`config.mk`:
```
export PLATFORM = sky130hd
export DESIGN_NAME = data_mem_load_unit_flat
export DESIGN_NICKNAME = d
export VERILOG_FILES = /design/src/rtl/data_mem_load_unit_if.sv /design/src/rtl/data_mem_load_unit.sv /design/src/flat_wrapper.sv
export SDC_FILE = /design/constraint.sdc
export NUM_CORES = 1
export LEC_CHECK = 0
export ABC_AREA = 0
export CORE_AREA = 2 2 121 123
export DETAILED_ROUTE_END_ITERATION = 8
export DIE_AREA = 0 0 123 125
export GPL_ROUTABILITY_DRIVEN = 1
export GPL_TIMING_DRIVEN = 1
export HOLD_SLACK_MARGIN = 0.05
export PLACE_DENSITY = 0.79
export SYNTH_ARGS = -nofsm -noshare
export SYNTH_HDL_FRONTEND = slang
export SYNTH_SLANG_ARGS = --single-unit
```
`constraint.sdc`:
```
create_clock -name Clk -period 2.72 [get_ports Clk]
set_input_delay 0.544 -clock Clk [delete_from_list [all_inputs] [get_ports Clk]]
set_output_delay 0.544 -clock Clk [all_outputs]
set_load 0.005 [all_outputs]
```
`src/rtl/data_mem_load_unit_if.sv`:
```
// Load unit bundle: execute-side request and result plus the memory read
// channel. The unit takes the slave side.
interface data_mem_load_unit_if #(
  parameter int DATA_W = 32,
  parameter int ADDR_W = 32
);
  logic              Req_Valid;
  logic              Req_Ready;
  logic [2:0]        Req_Op;
  logic [ADDR_W-1:0] Req_Addr;
  logic [4:0]        Req_Rd;
  logic              Flush;
  logic              Mem_Req_Valid;
  logic              Mem_Req_Ready;
  logic [ADDR_W-1:0] Mem_Addr;
  logic              Mem_Rsp_Valid;
  logic [DATA_W-1:0] Mem_Rsp_Data;
  logic              Rsp_Valid;
  logic [DATA_W-1:0] Rsp_Data;
  logic [4:0]        Rsp_Rd;
  logic [1:0]        Rsp_Err;

  modport master (
    output Req_Valid, Req_Op, Req_Addr, Req_Rd, Flush,
    output Mem_Req_Ready, Mem_Rsp_Valid, Mem_Rsp_Data,
    input  Req_Ready, Mem_Req_Valid, Mem_Addr,
    input  Rsp_Valid, Rsp_Data, Rsp_Rd, Rsp_Err
  );

  modport slave (
    input  Req_Valid, Req_Op, Req_Addr, Req_Rd, Flush,
    input  Mem_Req_Ready, Mem_Rsp_Valid, Mem_Rsp_Data,
    output Req_Ready, Mem_Req_Valid, Mem_Addr,
    output Rsp_Valid, Rsp_Data, Rsp_Rd, Rsp_Err
  );
endinterface

```
`src/rtl/data_mem_load_unit.sv`:
```
// Data memory load unit: aligned word reads, split/merge of boundary-crossing
// loads, sign/zero extension and a one-cycle tagged result.
module data_mem_load_unit #(
  parameter int DATA_W      = 32,
  parameter int ADDR_W      = 32,
  parameter bit MISALIGN_EN = 1'b1
) (
  input logic                 Clk,
  input logic                 Rst_N,
  data_mem_load_unit_if.slave bus
);
  localparam int BYTES = DATA_W / 8;
  localparam int OFF_W = $clog2(BYTES);

  typedef enum logic [2:0] {
    IDLE, REQ0, WAIT0, REQ1, WAIT1, RESP, DRAIN
  } state_e;

  state_e            state_q, state_d;
  logic [2:0]        op_q, op_d;
  logic [ADDR_W-1:0] addr_q, addr_d;
  logic [4:0]        rd_q, rd_d;
  logic              split_q, split_d;
  logic [DATA_W-1:0] w0_q, w0_d;
  logic [DATA_W-1:0] data_q, data_d;
  logic [4:0]        rsp_rd_q, rsp_rd_d;
  logic [1:0]        err_q, err_d;

  function automatic logic [3:0] op_size(input logic [2:0] op);
    logic [3:0] s;
    unique case (op)
      3'd0, 3'd3: s = 4'd1;
      3'd1, 3'd4: s = 4'd2;
      3'd6:       s = 4'd8;
      default:    s = 4'd4;
    endcase
    return s;
  endfunction

  logic [OFF_W-1:0] in_off;
  logic             in_legal;
  logic             in_split;

  assign in_off   = bus.Req_Addr[OFF_W-1:0];
  assign in_legal = (bus.Req_Op <= 3'd4) ||
                    (DATA_W == 64 && bus.Req_Op != 3'd7);
  assign in_split = ({{(4-OFF_W){1'b0}}, in_off} +
                     op_size(bus.Req_Op)) > 4'(BYTES);

  // The low word comes straight off the bus for a single access,
  // otherwise from W0; the high word is always the live response.
  logic [DATA_W-1:0] lo_w;
  logic [DATA_W-1:0] m;
  logic [DATA_W-1:0] ext;
  logic [ADDR_W-1:0] base;

  assign lo_w = (state_q == WAIT0) ? bus.Mem_Rsp_Data : w0_q;
  assign m    = DATA_W'({bus.Mem_Rsp_Data, lo_w} >>
                        {addr_q[OFF_W-1:0], 3'b000});
  assign base = {addr_q[ADDR_W-1:OFF_W], {OFF_W{1'b0}}};

  always_comb begin
    ext = '0;
    unique case (op_q)
      3'd0:    ext = DATA_W'($signed(m[7:0]));
      3'd1:    ext = DATA_W'($signed(m[15:0]));
      3'd2:    ext = DATA_W'($signed(m[31:0]));
      3'd3:    ext = DATA_W'(m[7:0]);
      3'd4:    ext = DATA_W'(m[15:0]);
      3'd5:    ext = DATA_W'(m[31:0]);
      default: ext = m;
    endcase
  end

  always_comb begin
    state_d  = state_q;
    op_d     = op_q;
    addr_d   = addr_q;
    rd_d     = rd_q;
    split_d  = split_q;
    w0_d     = w0_q;
    data_d   = data_q;
    rsp_rd_d = rsp_rd_q;
    err_d    = err_q;
    unique case (state_q)
      IDLE: begin
        if (bus.Req_Valid && !bus.Flush) begin
          op_d    = bus.Req_Op;
          addr_d  = bus.Req_Addr;
          rd_d    = bus.Req_Rd;
          split_d = in_split;
          if (!in_legal) begin
            state_d  = RESP;
            err_d    = 2'b10;
            data_d   = '0;
            rsp_rd_d = bus.Req_Rd;
          end else if (in_split && !MISALIGN_EN) begin
            state_d  = RESP;
            err_d    = 2'b01;
            data_d   = '0;
            rsp_rd_d = bus.Req_Rd;
          end else begin
            state_d = REQ0;
          end
        end
      end
      REQ0, REQ1: begin
        // A flush racing the handshake still leaves a read in flight.
        if (bus.Mem_Req_Ready) begin
          if (bus.Flush)
            state_d = DRAIN;
          else
            state_d = (state_q == REQ0) ? WAIT0 : WAIT1;
        end else if (bus.Flush) begin
          state_d = IDLE;
        end
      end
      WAIT0, WAIT1: begin
        if (bus.Flush) begin
          state_d = bus.Mem_Rsp_Valid ? IDLE : DRAIN;
        end else if (bus.Mem_Rsp_Valid) begin
          if (state_q == WAIT0)
            w0_d = bus.Mem_Rsp_Data;
          if (state_q == WAIT0 && split_q) begin
            state_d = REQ1;
          end else begin
            state_d  = RESP;
            data_d   = ext;
            err_d    = 2'b00;
            rsp_rd_d = rd_q;
          end
        end
      end
      RESP:    state_d = IDLE;
      DRAIN:   if (bus.Mem_Rsp_Valid) state_d = IDLE;
      default: state_d = IDLE;
    endcase
  end

  always_ff @(posedge Clk or negedge Rst_N) begin
    if (!Rst_N) begin
      state_q  <= IDLE;
      op_q     <= '0;
      addr_q   <= '0;
      rd_q     <= '0;
      split_q  <= 1'b0;
      w0_q     <= '0;
      data_q   <= '0;
      rsp_rd_q <= '0;
      err_q    <= '0;
    end else begin
      state_q  <= state_d;
      op_q     <= op_d;
      addr_q   <= addr_d;
      rd_q     <= rd_d;
      split_q  <= split_d;
      w0_q     <= w0_d;
      data_q   <= data_d;
      rsp_rd_q <= rsp_rd_d;
      err_q    <= err_d;
    end
  end

  assign bus.Req_Ready     = (state_q == IDLE);
  assign bus.Mem_Req_Valid = (state_q == REQ0) || (state_q == REQ1);
  assign bus.Mem_Addr      = (state_q == REQ0) ? base :
                             (state_q == REQ1) ? base + ADDR_W'(BYTES) :
                             '0;
  assign bus.Rsp_Valid     = (state_q == RESP) && !bus.Flush;
  assign bus.Rsp_Data      = data_q;
  assign bus.Rsp_Rd        = rsp_rd_q;
  assign bus.Rsp_Err       = err_q;
endmodule

```
`src/flat_wrapper.sv`:
```
// flat-port wrapper written by rule: the top's interface ports become plain ports
module data_mem_load_unit_flat 
#(
  parameter int DATA_W      = 32,
  parameter int ADDR_W      = 32,
  parameter bit MISALIGN_EN = 1'b1
)
  (Clk, Rst_N, bus_Req_Valid, bus_Req_Op, bus_Req_Addr, bus_Req_Rd, bus_Flush, bus_Mem_Req_Ready, bus_Mem_Rsp_Valid, bus_Mem_Rsp_Data, bus_Req_Ready, bus_Mem_Req_Valid, bus_Mem_Addr, bus_Rsp_Valid, bus_Rsp_Data, bus_Rsp_Rd, bus_Rsp_Err);
  data_mem_load_unit_if #(.DATA_W(DATA_W), .ADDR_W(ADDR_W)) bus_i ();
  input logic Clk;
  input logic Rst_N;
  input wire logic [$bits(bus_i.Req_Valid)-1:0] bus_Req_Valid;
  input wire logic [$bits(bus_i.Req_Op)-1:0] bus_Req_Op;
  input wire logic [$bits(bus_i.Req_Addr)-1:0] bus_Req_Addr;
  input wire logic [$bits(bus_i.Req_Rd)-1:0] bus_Req_Rd;
  input wire logic [$bits(bus_i.Flush)-1:0] bus_Flush;
  input wire logic [$bits(bus_i.Mem_Req_Ready)-1:0] bus_Mem_Req_Ready;
  input wire logic [$bits(bus_i.Mem_Rsp_Valid)-1:0] bus_Mem_Rsp_Valid;
  input wire logic [$bits(bus_i.Mem_Rsp_Data)-1:0] bus_Mem_Rsp_Data;
  output wire logic [$bits(bus_i.Req_Ready)-1:0] bus_Req_Ready;
  output wire logic [$bits(bus_i.Mem_Req_Valid)-1:0] bus_Mem_Req_Valid;
  output wire logic [$bits(bus_i.Mem_Addr)-1:0] bus_Mem_Addr;
  output wire logic [$bits(bus_i.Rsp_Valid)-1:0] bus_Rsp_Valid;
  output wire logic [$bits(bus_i.Rsp_Data)-1:0] bus_Rsp_Data;
  output wire logic [$bits(bus_i.Rsp_Rd)-1:0] bus_Rsp_Rd;
  output wire logic [$bits(bus_i.Rsp_Err)-1:0] bus_Rsp_Err;
  assign bus_i.Req_Valid = bus_Req_Valid;
  assign bus_i.Req_Op = bus_Req_Op;
  assign bus_i.Req_Addr = bus_Req_Addr;
  assign bus_i.Req_Rd = bus_Req_Rd;
  assign bus_i.Flush = bus_Flush;
  assign bus_i.Mem_Req_Ready = bus_Mem_Req_Ready;
  assign bus_i.Mem_Rsp_Valid = bus_Mem_Rsp_Valid;
  assign bus_i.Mem_Rsp_Data = bus_Mem_Rsp_Data;
  assign bus_Req_Ready = bus_i.Req_Ready;
  assign bus_Mem_Req_Valid = bus_i.Mem_Req_Valid;
  assign bus_Mem_Addr = bus_i.Mem_Addr;
  assign bus_Rsp_Valid = bus_i.Rsp_Valid;
  assign bus_Rsp_Data = bus_i.Rsp_Data;
  assign bus_Rsp_Rd = bus_i.Rsp_Rd;
  assign bus_Rsp_Err = bus_i.Rsp_Err;
  data_mem_load_unit #(.DATA_W(DATA_W), .ADDR_W(ADDR_W), .MISALIGN_EN(MISALIGN_EN)) u_core (.Clk(Clk), .Rst_N(Rst_N), .bus(bus_i));
endmodule
```
# Yosys cells after proc, flatten, opt, wreduce, memory -nomap -nowiden

Cells that the tools add are included.

Word-level logic and storage cells: 88
Input port bits: 78
Register bits after elaboration: 115

Reductions and logical operators: 17
Magnitude comparators: 2
Muxes and demuxes: 35
Equal/unequal tests: 21
Bitwise logic cells: 1
$add $sub $neg: 2
Shift-type cells: 1

Operators with widths:

| cell                  | number |
|---|---|
| $mux 32               | 8 |
| $pmux 32 s4           | 1 |
| $pmux 32 s2           | 1 |
| $shr 64x5->32         | 1 |
| $mux 3                | 11 |
| $add 32x3->32 const B | 1 |
| $mux 5                | 5 |
| $eq 3x3->1 const B    | 6 |
| $eq 3x2->1 const B    | 4 |
| $pmux 3 s4            | 1 |
| $pmux 4 s3            | 1 |
| $mux 2                | 5 |
| $ne 2x2->1 const B    | 5 |
| $pmux 5 s2            | 1 |
| $eq 3x1->1 const B    | 3 |
| $logic_not 3->1       | 3 |
| $reduce_or 2->1       | 4 |
| $ne 3x3->1 const B    | 2 |
| $reduce_and 6->1      | 1 |
| $add 2x4->4           | 1 |
| $gt 4x3->1 const B    | 1 |
| $pmux 2 s2            | 1 |
| $reduce_and 4->1      | 1 |
| $le 3x3->1 const B    | 1 |
| 8 further kinds       | 10 |

# Logic depth before layout (Yosys ltp)

Depth in word-level cells: 8
Gate-level depth with buffers: 9

# Worst setup path after synthesis

Ideal clock, no wire load.

Path type: register -> output
From: register u_core.state_q[2]
To: output bus_Mem_Addr[11]
Data required time: 2.176 ns
Stages on the path, launching flop included: 8
Data arrival time: 1.816 ns
Setup slack: 0.360 ns
Path buffers: 4
Cell sequence: dfrtp_1 clkbuf_1 clkbuf_1 inv_1 nand2_1 clkbuf_1 buf_1 nor2_1

Longest elaborated chain between the ends: 3
Elaborated cells on any way between the ends: 4
Classes of those cells: eq/ne (2); mux (2)

RTL lines:

| what                     | line                      | source |
|---|---|---|
| start: declaration       | data_mem_load_unit.sv:19  | `state_e state_q, state_d;` |
| start signal: assignment | data_mem_load_unit.sv:152 | `state_q <= state_d;` |
| $eq 3x2->1               | data_mem_load_unit.sv:167 | `(state_q == REQ1) ? base + ADDR_W'(BYTES) :` |
| $mux 32                  | data_mem_load_unit.sv:167 |  |
| $mux 32 *                | data_mem_load_unit.sv:166 | `assign bus.Mem_Addr = (state_q == REQ0) ? base :` |
| end: declaration         | flat_wrapper.sv:22        | `output wire logic [$bits(bus_i.Mem_Addr)-1:0] bus_Mem_Addr;` |

Mark *: on every way between the ends. The rest lies on a longest branch, timed or not.

# Worst setup path after layout

From: register u_core.addr_q[14]
To: output bus_Mem_Addr[30]

Longest elaborated chain between the ends: 3

RTL lines:

| what                     | line                      | source |
|---|---|---|
| start: declaration       | data_mem_load_unit.sv:21  | `logic [ADDR_W-1:0] addr_q, addr_d;` |
| start signal: assignment | data_mem_load_unit.sv:154 | `addr_q <= addr_d;` |
| $add 32x3->32            | data_mem_load_unit.sv:167 |  |
| $mux 32                  | data_mem_load_unit.sv:167 |  |
| $mux 32                  | data_mem_load_unit.sv:166 |  |

Every way passes these cells.

==> results.sh <==
export IMPL_result_of_the_run="finished, violations left"
export IMPL_violations="negative setup slack"
export IMPL_timing_final_ws_setup_ns=-0.283
export IMPL_drc=0
export IMPL_yosysTopAreaCell="dfrtp_1"
export IMPL_synthesized_instance_count=668
export IMPL_power_combinational_fraction_pct=51.7
export IMPL_yosys_warnings=0
export IMPL_yosys_register_bits=114
export IMPL_tritoncts="yes"
export IMPL_synth_enable_flop_cells=0
export IMPL_final_hold_violations=0
export IMPL_dp_hpwl_mm=14.0
export IMPL_pwr_share_seq_pct=28.0
export IMPL_vdd_ir_drop_worst_mv=0.516
export IMPL_clk_transition_reported_paths_ns=0.06
export IMPL_timing_critical_path_fanout_max=5
export IMPL_timing_worst_setup_path_type="register to primary output"
export IMPL_worstPathCellList="nand4_1, or3_4, buf_6, nor4_4, xnor2_1, nor2_1, buf_2"
export IMPL_grt_overflow=0
export IMPL_route_detailed_vias_per_inst=6.05
export IMPL_cp_startpoint="u_core.addr_q[14]"
export IMPL_place_area_mm2=0.00897
export IMPL_finish_instance_area_mm2=0.00995
export IMPL_pin_count_of_the_biggest_net_entering_global_routing=54
export IMPL_critical_path_slowest_cell="or3_4"
export IMPL_drt_pass1_iter_count=5
export IMPL_seq_area_frac_synth_pct=39.6
export IMPL_yosysUniqueCellTypes=58
export IMPL_p_sw_mw=4.34
export IMPL_synth_avg_cell_area_um2=10.8
export IMPL_layout_common_cells="123 x clkdlybuf4s50_1, 110 x dfrtp_1, 67 x mux2_2, 63 x buf_4"
export IMPL_rr_startpoint="u_core.state_q[1]"
export IMPL_rows=44
export IMPL_reg2reg_slack_ns=0.15
export IMPL_grt_pass1_wl_mm=33.2
export IMPL_period_share_pct=110
export IMPL_initial_core_util_pct=50.7
export IMPL_final_min_clock_period_ns=3.00
export IMPL_core_mm2=0.0142
export IMPL_clock_sinks=114
export IMPL_postLayoutCoreUtil_pct=70.0
export IMPL_switching_power_share_of_the_total_pct=38.4
export IMPL_routed_wirelength_mm=21.3
export IMPL_powerDensity_mw_per_mm2=1130
export IMPL_clock_latency_ns=0.42
export IMPL_die_width_um=123
export IMPL_worstRegToRegCells=7
export IMPL_boundary_pin_count=152
export IMPL_chipHeight_um=125
export IMPL_finalSetupViolations=8
export IMPL_internal_power_mw=6.94
export IMPL_routability_driven_placement_congestion_ratio=0.929
export IMPL_yosysTopAreaCellShare_pct=39.6
export IMPL_cpLargestDelayFamily="simple AND/OR/NAND/NOR gates"
export IMPL_cp_endpoint="bus_Mem_Addr[30]"
export IMPL_cts_htree_levels=4
export IMPL_vias=6339
export IMPL_antenna_found_initial=0
export IMPL_clock_skew_ns=0.00877
export IMPL_max_clock_freq_mhz=333
export IMPL_timing_critical_path_to_type="primary output"
export IMPL_power_leakage_nw=4.49
export IMPL_critPathRequiredTime_ns=2.18
export IMPL_timing_critical_path_slowest_cell_delay_ns=0.49
export IMPL_worstReg2RegEnd="u_core.bus.Rsp_Data[26]"
export IMPL_post_cts_hold_buffer_count=0
export IMPL_io_buffers=148
export IMPL_layout_nets=934
export IMPL_setup_total_negative_slack_ns=-0.668
export IMPL_cts_root_to_sink_buffers=2
export IMPL_drv_cap=0
export IMPL_cp_depth=7
export IMPL_synthArstFlopShare_pct=100
export IMPL_design_die_area_mm2=0.0154
export IMPL_average_wire_per_standard_cell_um=20.3
export IMPL_hp_class="input pin to asynchronous set/reset pin"
export IMPL_power_mw=11.3
export IMPL_number_of_buffers_inserted_during_clock_tree_synthesis=17
export IMPL_tightestPinTransition_ns=0.763
export IMPL_drt_antenna_violating_nets=0
export IMPL_cts_root_buffer="clkbuf_16"
export IMPL_antenna_cells=0
export IMPL_timing_slew_headroom_pct=48.8
export IMPL_critical_path_arrival_ns=2.46
export IMPL_final_common_cell="clkdlybuf4s50_1"
export IMPL_number_of_global_route_vias_before_repair=6259
export IMPL_post_route_cells_drive_above_1_share_pct=31.5
export IMPL_synth_area_mm2=0.00721
export IMPL_grt_util_all_layers_pct=27.7
export IMPL_initialDrtViolationCount=575
export IMPL_netlist_top_cells_area="dfrtp_1 40%, mux2_2 10%, mux2_4 6.5%"
export IMPL_setup_repair_after_global_routing_missed_its_margin="yes"
export IMPL_area_growth_pct=38.0
export IMPL_report_final_slew_viol_count=0
export IMPL_n_fill_cell=980
export IMPL_timing_critical_path_buf_inv=2
export IMPL_power_share_clock_pct=20.3
export IMPL_worstSetupStartpointType="register"
export IMPL_synth_flop_cell="dfrtp_1"
routing by layer:
metal / track usage [%] / part of all wire (%) / up-vias
met5: 0 / 0 / -
met2: 42.6 / 47 / 304
met1: 38.5 / 42 / 3123
met3: 5.66 / 6.5 / 78
li1: - / - / 2834
met4: 11.2 / 4.2 / 0
per-stage QoR:
step,setup WS (ns),hold slack (ns),cells
after floorplan,0.360,0.248,670
after global placement,0.0343,0.468,989
after detailed placement,-0.116,0.475,989
after CTS,-0.234,0.195,1042
after global routing,-0.324,0.221,1048
final,-0.283,0.167,1048
cell families after synthesis:
family          after synthesis  synth area share (%)
fa+ha+maj                     4                 0.799
compound gates              134                  13.2
mux                         140                  25.2
simple gates                191                  13.7
buf+inv                      59                  4.48
xor+xnor                     25                  3.04
flops                       114                  39.6
other cells                   1                0.0520
worst min-delay path by stage:
stage                            start                       to  cells past startpoint
2_1_floorplan                    Rst_N         u_core.addr_q[0]                      0
3_3_place_gp      u_core.bus.Rsp_Rd[4]     u_core.bus.Rsp_Rd[4]                      2
3_5_place_dp   u_core.bus.Rsp_Data[22]  u_core.bus.Rsp_Data[22]                      2
4_1_cts                          Rst_N          u_core.w0_q[12]                      1
5_1_grt                          Rst_N          u_core.w0_q[11]                      1
6_report                         Rst_N          u_core.w0_q[12]                      1
cell type report:
type	count	area [um2]	share of cell area [%]
multi-input combinational	497	4250	42.7
sequential	114	2860	28.7
timing repair buffer	217	1990	20.0
clock buffer	22	474	4.77
tap	184	230	2.31
clock inverter	9	130	1.31
inverter	5	18.8	0.189
state kept, by name, indices dropped and copies added (netlist names):
register / flops
u_core.state_q: 3
u_core.split_q: 1
u_core.addr_q: 32
u_core.bus.Rsp_Data: 32
u_core.op_q: 3
u_core.rd_q: 5
u_core.bus.Rsp_Rd: 5
u_core.bus.Rsp_Err: 1
u_core.w0_q: 32
cell usage after synthesis (all sizes together), types with 2 or more instances:
master and instances:
dfrtp 114, nor4 5, mux2 98, nor4bb 9, o31ai 17, xnor2 12
nand3b 3, buf 28, nand3 8, o32ai 4, and2 2, o22ai 7
o21bai 3, a41o 3, nor2b 12, a22o 9, xor2 13, o21ai 17
mux2i 28, inv 5, a21o 8, nor2 46, and4 3, clkbuf 26
a211oi 18, a31oi 3, or3 6, mux4 14, or2 3, nand4 9
nand2b 7, ha 3, nand2 46, or3b 2, nor3b 3, a21oi 39
nor3 25
power groups by stage:
| stage | logic [mW] | clock network, mW | registers, mW |
|---|---|---|---|
| 2_1_floorplan | 3.65 | 0 | 2.94 |
| 3_3_place_gp | 5.34 | 0 | 3.07 |
| 3_5_place_dp | 5.49 | 0 | 3.13 |
| 4_1_cts | 5.65 | 2.31 | 3.08 |
| 5_1_grt | 6.24 | 2.39 | 3.23 |
| 6_report | 5.83 | 2.29 | 3.16 |
what timing repair did:
action	4_1_cts	5_1_grt
pin swaps	11	18
gates resized for setup	54	51
endpoints found under the setup margin	23	43
setup buffers	21	9
cloned	1	0
(Power assumes the default switching activity.)
==> RTL change: new RTL, same settings <==
`w0_q` no longer has a reset.
--- a/src/rtl/data_mem_load_unit.sv
+++ b/src/rtl/data_mem_load_unit.sv
@@ -144,7 +144,6 @@
       addr_q   <= '0;
       rd_q     <= '0;
       split_q  <= 1'b0;
-      w0_q     <= '0;
       data_q   <= '0;
       rsp_rd_q <= '0;
       err_q    <= '0;
@@ -154,11 +153,14 @@
       addr_q   <= addr_d;
       rd_q     <= rd_d;
       split_q  <= split_d;
-      w0_q     <= w0_d;
       data_q   <= data_d;
       rsp_rd_q <= rsp_rd_d;
       err_q    <= err_d;
     end
+  end
+
+  always_ff @(posedge Clk) begin
+    w0_q <= w0_d;
   end
 
   assign bus.Req_Ready     = (state_q == IDLE);
Function: no difference found for any inputs over 4 cycles, from zero or initial values and one cycle with Rst_N low; that may be too few to reach the edited logic, so the function may still have changed.
==> RTL change against the original RTL <==
- the run still ends with negative setup slack left
- clock power rose by 6%
- synthesized area is 6.2% lower
- design area fell by 3.4%
- die area did not move
- sequential cell count is the same
- worst setup slack better by 0.17 ns
- sequential share of layout area up 2.7 points
- global-route usage down 0.82 points
- maximum frequency increased by 6.0%
- wire length is 5.3% lower
- total power fell by 7.2%
- critical path type unchanged
- largest power group unchanged
==> RTL change: results <==
set metrics [dict create \
    hpwl_um 13500 \
    finalWorstSetupSlack_ns -0.112 \
    clkCellAreaFrac 0.0658 \
    routedWlPerCell_um 18.1 \
    routed_wl_um 20100 \
    reg2reg_slack_ns 0.17 \
    dp_cells 1056 \
    drive_gt1_frac 0.226 \
    grt_pass1_vias 6237 \
    endpoint "bus_Mem_Addr[29]" \
    n_all_inverters 22 \
    worst_slew_pin_slew_ns 0.735 \
    synth_edf_count 32 \
    cts_sinks 114 \
    wl_met1_um 8710 \
    seqCellArea_mm2 0.00302 \
    syn-cell-area_mm2 0.00676 \
    met3_usage 0.0625 \
    failed_checks "negative setup slack" \
    crit_start "u_core.addr_q[17]$_DFFE_PN0P_" \
    async_reset_ff_frac 0.719 \
    final_area_mm2 0.00961 \
    r2r_end "u_core.bus.Rsp_Data[16]$_DFFE_PN0P_" \
    use_met1 0.375 \
    multi_input_area_share 0.373 \
    cp_data_arrival_time_ns 2.29 \
    fin_hold_ws_ns 0.119 \
    setup_tns_ns -0.364 \
    port_buffers 148 \
    finalSetupViolCount 7 \
    globalplace.congestion 0.887 \
    netlist_top_cells_count "nand2_1, dfrtp_1, nor2_1" \
    grt_first_pass_wirelength_um 32300 \
    p_leak_uw 0.00412 \
    nonClkBufAreaFrac 0.215 \
    synthTopCellsByArea "dfrtp_1, edfxtp_1, nand2_1" \
    n_fill_cell 1053 \
    synth_cells 718 \
    yosysSeqAreaShare 0.446 \
    buffers 226 \
    dr.pass1.iters 5 \
    ir_drop_uv 951 \
    vias_per_cell 5.70 \
    reg2reg_depth 8 \
    grtUsageTotal 0.269 \
    multi_input_comb_cells 535 \
    antenna_found_initial 0 \
    place_area_mm2 0.00866 \
    cp_max_fo 6 \
    grt_start_max_net_pins 43 \
    outcome "complete, but fails checks" \
    clockRootBuffer "clkbuf_16" \
    r2r_start "u_core.state_q[1]$_DFFE_PN0P_" \
    nClkBuffers 19 \
    wl_met2_um 9470 \
    synth_cell_types 62 \
    cts.clk_slew.worst_paths_ns 0.06 \
    nets 998 \
    dr_wl_met3_um 1460 \
]
[RTL change: cell families after synthesis]
kind of cell	share of synthesized area
other	0.000555
adder cells (fa/ha/maj)	0.00851
multiplexers	0.122
AND/OR/NAND/NOR	0.197
buffers and inverters	0.0514
AO/OA/AOI/OAI	0.144
flip-flops	0.446
XOR/XNOR	0.0311
[RTL change: timing repair]
item / CTS / global route
setup endpoints to repair: 22 / 33
cloned: 0 / 0
gates resized for setup: 61 / 27
hold buffers: 0 / 0
hold endpoints to repair: 0 / 0
pin swaps: 17 / 13
buffers inserted: 17 / 9
[RTL change: worst max-delay path, cell delays in order (launching register included)]
cell             delay (ns)
dfrtp_1                0.36
nand4_1                0.15
nor3_2                 0.21
buf_4                  0.17
nand3_4                0.10
or4_1                  0.49
a21oi_1                0.17
clkdlybuf4s15_1        0.23
[RTL change: where the power goes]
group          internal (uW)  switching (uW)
Clock                   1630             787
Sequential              2470             545
Combinational           2360            2680
